**src/rtl/sdr_req_arbiter.sv**
```systemverilog
// -----------------------------------------------------------------------------
// sdr_req_arbiter
//   Two-requester arbiter placing CPU-side and DMA-side SDRAM requests onto a
//   single SDRAM controller command port. Exactly one request is in flight at
//   a time. The granted requester alone receives a one-cycle ack. For reads,
//   the data is valid in the same cycle as that ack.
//
//   Parameters
//     ADDR_W    address width (passed through unmodified)
//     DATA_W    data width (passed through unmodified)
//     DMA_PRIO  0: round-robin on conflict, 1: DMA always wins a conflict
//
//   Ports
//     clk, rst_n                          clock, async active-low reset
//     cpu_req_valid/addr/rw/wdata         CPU request, held until cpu_req_ack
//     cpu_req_ack, cpu_rsp_rdata          CPU completion pulse + read data
//     dma_req_valid/addr/rw/wdata         DMA request, held until dma_req_ack
//     dma_req_ack, dma_rsp_rdata          DMA completion pulse + read data
//     sdr_in_valid/addr/rw/wdata          command to SDRAM controller
//     sdr_ready                           controller accepts when valid&&ready
//     sdr_out_valid, sdr_rdata            one-cycle read return strobe + data
//     gnt_dma                             1 while current/last grant is DMA
// -----------------------------------------------------------------------------
module sdr_req_arbiter #(
    parameter int ADDR_W   = 23,
    parameter int DATA_W   = 32,
    parameter int DMA_PRIO = 0
) (
    input  logic              clk,
    input  logic              rst_n,

    input  logic              cpu_req_valid,
    input  logic [ADDR_W-1:0] cpu_req_addr,
    input  logic              cpu_req_rw,
    input  logic [DATA_W-1:0] cpu_req_wdata,
    output logic              cpu_req_ack,
    output logic [DATA_W-1:0] cpu_rsp_rdata,

    input  logic              dma_req_valid,
    input  logic [ADDR_W-1:0] dma_req_addr,
    input  logic              dma_req_rw,
    input  logic [DATA_W-1:0] dma_req_wdata,
    output logic              dma_req_ack,
    output logic [DATA_W-1:0] dma_rsp_rdata,

    output logic              sdr_in_valid,
    output logic [ADDR_W-1:0] sdr_addr,
    output logic              sdr_rw,
    output logic [DATA_W-1:0] sdr_wdata,
    input  logic              sdr_ready,
    input  logic              sdr_out_valid,
    input  logic [DATA_W-1:0] sdr_rdata,

    output logic              gnt_dma
);

    localparam logic [1:0] IDLE    = 2'd0;
    localparam logic [1:0] ISSUE   = 2'd1;
    localparam logic [1:0] WAIT_RD = 2'd2;
    localparam logic [1:0] ACK     = 2'd3;

    logic [1:0]        state;
    logic [DATA_W-1:0] rdata_q;
    logic              pick_dma;

    // gnt_dma doubles as the round-robin "last grant" flag: it resets to CPU,
    // so the first conflict after reset goes to the DMA.
    always_comb begin
        pick_dma = dma_req_valid &&
                   (!cpu_req_valid || (DMA_PRIO != 0) || !gnt_dma);
    end

    // NOTE: every register here is a plain flop (no memory array), so all of
    // them take the async reset; state is only ever updated with <= so that
    // the whole FSM sees pre-edge values within one clock.
    always_ff @(posedge clk or negedge rst_n) begin
        if (!rst_n) begin
            state        <= IDLE;
            gnt_dma      <= 1'b0;
            sdr_in_valid <= 1'b0;
            sdr_addr     <= '0;
            sdr_rw       <= 1'b0;
            sdr_wdata    <= '0;
            rdata_q      <= '0;
            cpu_req_ack  <= 1'b0;
            dma_req_ack  <= 1'b0;
        end else begin
            // Acks default low so any assertion below lasts exactly one cycle.
            cpu_req_ack <= 1'b0;
            dma_req_ack <= 1'b0;

            case (state)
                IDLE: begin
                    if (cpu_req_valid || dma_req_valid) begin
                        gnt_dma      <= pick_dma;
                        sdr_addr     <= pick_dma ? dma_req_addr  : cpu_req_addr;
                        sdr_rw       <= pick_dma ? dma_req_rw    : cpu_req_rw;
                        sdr_wdata    <= pick_dma ? dma_req_wdata : cpu_req_wdata;
                        sdr_in_valid <= 1'b1;
                        state        <= ISSUE;
                    end
                end

                ISSUE: begin
                    // Command registers are left untouched here, so they stay
                    // stable under back-pressure and hold after acceptance.
                    if (sdr_ready) begin
                        sdr_in_valid <= 1'b0;
                        if (sdr_rw) begin
                            cpu_req_ack <= !gnt_dma;
                            dma_req_ack <= gnt_dma;
                            state       <= ACK;
                        end else begin
                            state <= WAIT_RD;
                        end
                    end
                end

                WAIT_RD: begin
                    // Only this state listens to the return strobe; strays in
                    // any other state are dropped.
                    if (sdr_out_valid) begin
                        rdata_q     <= sdr_rdata;
                        cpu_req_ack <= !gnt_dma;
                        dma_req_ack <= gnt_dma;
                        state       <= ACK;
                    end
                end

                ACK: begin
                    // Requests are not sampled here, so a valid still high
                    // from the just-acked request cannot be granted twice.
                    state <= IDLE;
                end

                default: state <= IDLE;
            endcase
        end
    end

    assign cpu_rsp_rdata = rdata_q;
    assign dma_rsp_rdata = rdata_q;

endmodule

```
**config.mk**
```make
export PLATFORM = sky130hd
export DESIGN_NAME = sdr_req_arbiter
export DESIGN_NICKNAME = d
export VERILOG_FILES = /design/src/rtl/sdr_req_arbiter.sv
export SDC_FILE = /design/constraint.sdc
export NUM_CORES = 1
export LEC_CHECK = 0
export BUFFER_PORTS_ARGS = -buffer_cell sky130_fd_sc_hd__buf_2
export CAP_MARGIN = 20
export CORE_AREA = 2 2 89 134
export DETAILED_ROUTE_END_ITERATION = 6
export DIE_AREA = 0 0 91 136
export PLACE_DENSITY = 0.79
export SLEW_MARGIN = 20
export SYNTH_ARGS = -nofsm -noshare
export SYNTH_HDL_FRONTEND = slang
export SYNTH_SLANG_ARGS = --single-unit
```
**constraint.sdc**
```tcl
create_clock -name clk -period 1.5 [get_ports clk]
set_clock_uncertainty 0.1 [all_clocks]
set_input_delay 0.225 -clock clk [delete_from_list [all_inputs] [get_ports clk]]
set_output_delay 0.225 -clock clk [all_outputs]
set_load 0.05 [all_outputs]
```
==> key figures <==
Synth
  • Synth cell types: 24
  • Synth Area per Inst: 9.86 µm²
  • Leading area contributor after synthesis: dfrtp_1
  • Synth top area cells: dfrtp_1 54%, nand2_1 9.9%, a31oi_1 8.3%
  • Sequential fraction of the synthesis area: 54.5%
  • Synth Net Count: 592
  • Seq cells post-synth: 94
  • Netlist Area Pre-Place: 4320 µm²
  • Cells after Synth: 438
  • Warnings from Yosys: 0
  • Top cell type's share of synthesized area: 54.5%

CTS
  • Reg clk slew, reported paths: 0.06 ns
  • Root buf cell: clkbuf_16
  • Max Root-Sink Buffers: 2
  • H-tree levels: 3
  • Clk Latency, worst-skew pair: 0.34 ns
  • CTS Sinks: 94
  • CTS tree: done
  • Cts bufs inserted: 9

Floorplanning
  • Chip Height: 136 µm
  • DIE AREA: 12400 µm²
  • Initial core utilization: 38.2%
  • Site row count: 48
  • Top Ports: 274
  • Die width: 91 µm
  • Core Area: 11300 µm²

Layout
  • Multi-input gate area: 1840 µm²
  • Area Overhead vs Synth: 60.8%
  • Fill cells: 896
  • Share of layout cells above drive strength 1: 51.6%
  • Layout net count: 886
  • Commonest non-fill, non-tap cells in the layout: 273 x buf_2, 113 x nand2_1, 93 x dfrtp_1, 44 x a31oi_1, 35 x nor2_1
  • Post-route design area: 6940 µm²
  • Most common cell after layout, fill and taps aside: buf_2
  • Register area: 2350 µm²

Critical path
  • Startpoint Class: register
  • CP max stage cell: dfrtp_1
  • Crit-path leading delay family: flip-flops
  • Setup crit end kind: register
  • CP Data Arrival Time: 1.75 ns
  • Slowest stage delay, CP: 0.41 ns
  • Buffer and inverter count on the worst path: 1
  • Setup Crit Path Kind: register to register
  • Critical Path RT: 1.62 ns
  • CP cell instances: inv_2, ha_4, nor3b_4, nor3_2, mux2_1
  • CP max FO: 3

Hold path
  • Hold crit path type: primary input to register

Timing
  • Tcrit/Tclk final: 109%
  • Slew Viols, Final: 0
  • Max-slew headroom: 66.0%
  • Fin. Hold Viols: 0
  • Slew @ Worst Pin: 0.510 ns
  • Post-route setup slack: -0.130 ns
  • # setup viols final: 72
  • Minimum clock period: 1.63 ns
  • RSZ-0062 raised after global routing: yes
  • Peak Freq: 0.614 GHz

Route
  • DRT Pass-1 Iters: 4
  • Vias per cell: 4.98
  • 1st-iter DRT viols: 216
  • Final ANT Viol Nets: 0
  • Wire per inst: 16.9 µm
  • Vias after detailed routing: 4421
  • Post-route DRC: 0
  • WL final: 15100 µm

Run status
  • Status: complete, but fails checks
  • Failing checks: setup timing

Job
  • MaxCap Viol Count: 0

Place
  • Post-detail-place hpwl: 8900 µm
  • Port Buf Inserts: 273
  • Area after DPL: 5720 µm²
  • Placer Congestion: 0.798

Global route
  • Number of antenna violations at the first check in global routing: 2
  • Vias in the first global route: 4091
  • Grt total ovfl: 0
  • Total track usage: 21.4%
  • Largest net degree at the start of global routing: 95
  • First-pass GRT wire length: 20700 µm
==> layout make-up <==
class / instances / area share [%]
clock inverters: 6 / 1.33
inverters: 2 / 0.108
diodes: 1 / 0.0360
flip-flops and latches: 94 / 33.9
well taps: 150 / 2.70
repair buffers: 342 / 32.1
clock buffers: 10 / 3.30
multi-input cells: 283 / 26.5
==> synthesized netlist by cell type <==
library cell,instances
nand2_1,114
dfrtp_1,94
a31oi_1,57
nor2_1,57
buf_4,43
mux2_1,29
buf_2,15
ha_1,4
mux2_2,4
a21oi_1,3
inv_1,2
nand3_1,2
nor2b_1,2
o31ai_1,2
a211oi_1,1
a21bo_2,1
a21boi_2,1
and3_1,1
clkbuf_1,1
mux2i_1,1
nand2b_1,1
nor3_2,1
nor3b_2,1
o21a_2,1
==> sequential cells by signal, summed over array words and instances (netlist names) <==
signal and flops:
state 2, gnt_dma 1, sdr_in_valid 1, sdr_wdata 32, dma_req_ack 1, cpu_req_ack 1
cpu_rsp_rdata 32, sdr_addr 23, sdr_rw 1
==> cells by family after synthesis <==
kind of cell / share of synthesized area, %
compound gates: 9.83
fa+ha+maj: 1.16
buf+inv: 9.48
flops: 54.5
mux: 8.84
simple gates: 16.2
==> metrics by stage <==
step / setup TNS (ns) / util, % / std cells / setup slack (ns) / hold slack [ns]
6_report: -3.21 / 61.5 / 888 / -0.130 / 0.0128
5_1_grt: -7.19 / 61.5 / 887 / -0.148 / 0.00578
4_1_cts: -2.80 / 57.7 / 876 / -0.0966 / 0.000570
3_5_place_dp: -1.25 / 50.6 / 822 / -0.120 / 0.213
3_3_place_gp: -0.0709 / 50.6 / 822 / -0.0687 / 0.212
2_1_floorplan: -0.0608 / - / 438 / -0.0608 / -0.171
==> repair_timing <==
action / 4_1_cts / 5_1_grt
gates cloned: 4 / 7
hold buffers: 27 / 0
endpoints found under the setup margin: 78 / 91
endpoints found under the hold margin: 120 / 0
resized for setup: 13 / 52
setup buffers: 7 / 8
pin swaps: 2 / 2
==> routing by layer <==
layer,vias to the layer above,global-route usage [%],routed length [µm]
li1,2035,-,-
met1,2088,21.4,5110
met2,245,40.0,8230
met3,51,6.43,1110
met4,2,10.7,584
met5,-,0,14
==> worst paths after layout <==
kind | slack [ns] | cells after the start | to | from
max in group asynchronous | 0.53 | 3 | sdr_wdata[18] | rst_n
min reg2reg | 0.42 | 1 | cpu_rsp_rdata[24] | cpu_rsp_rdata[24]
max | -0.13 | 5 | state[1] | state[1]
min in group asynchronous | 0.37 | 3 | cpu_rsp_rdata[29] | rst_n
min | 0.01 | 2 | cpu_rsp_rdata[2] | sdr_rdata[2]
max reg2reg | -0.13 | 5 | state[1] | state[1]
Power is not shown: default switching activity piles up to over one toggle a cycle in this logic, so the estimate is an artifact.
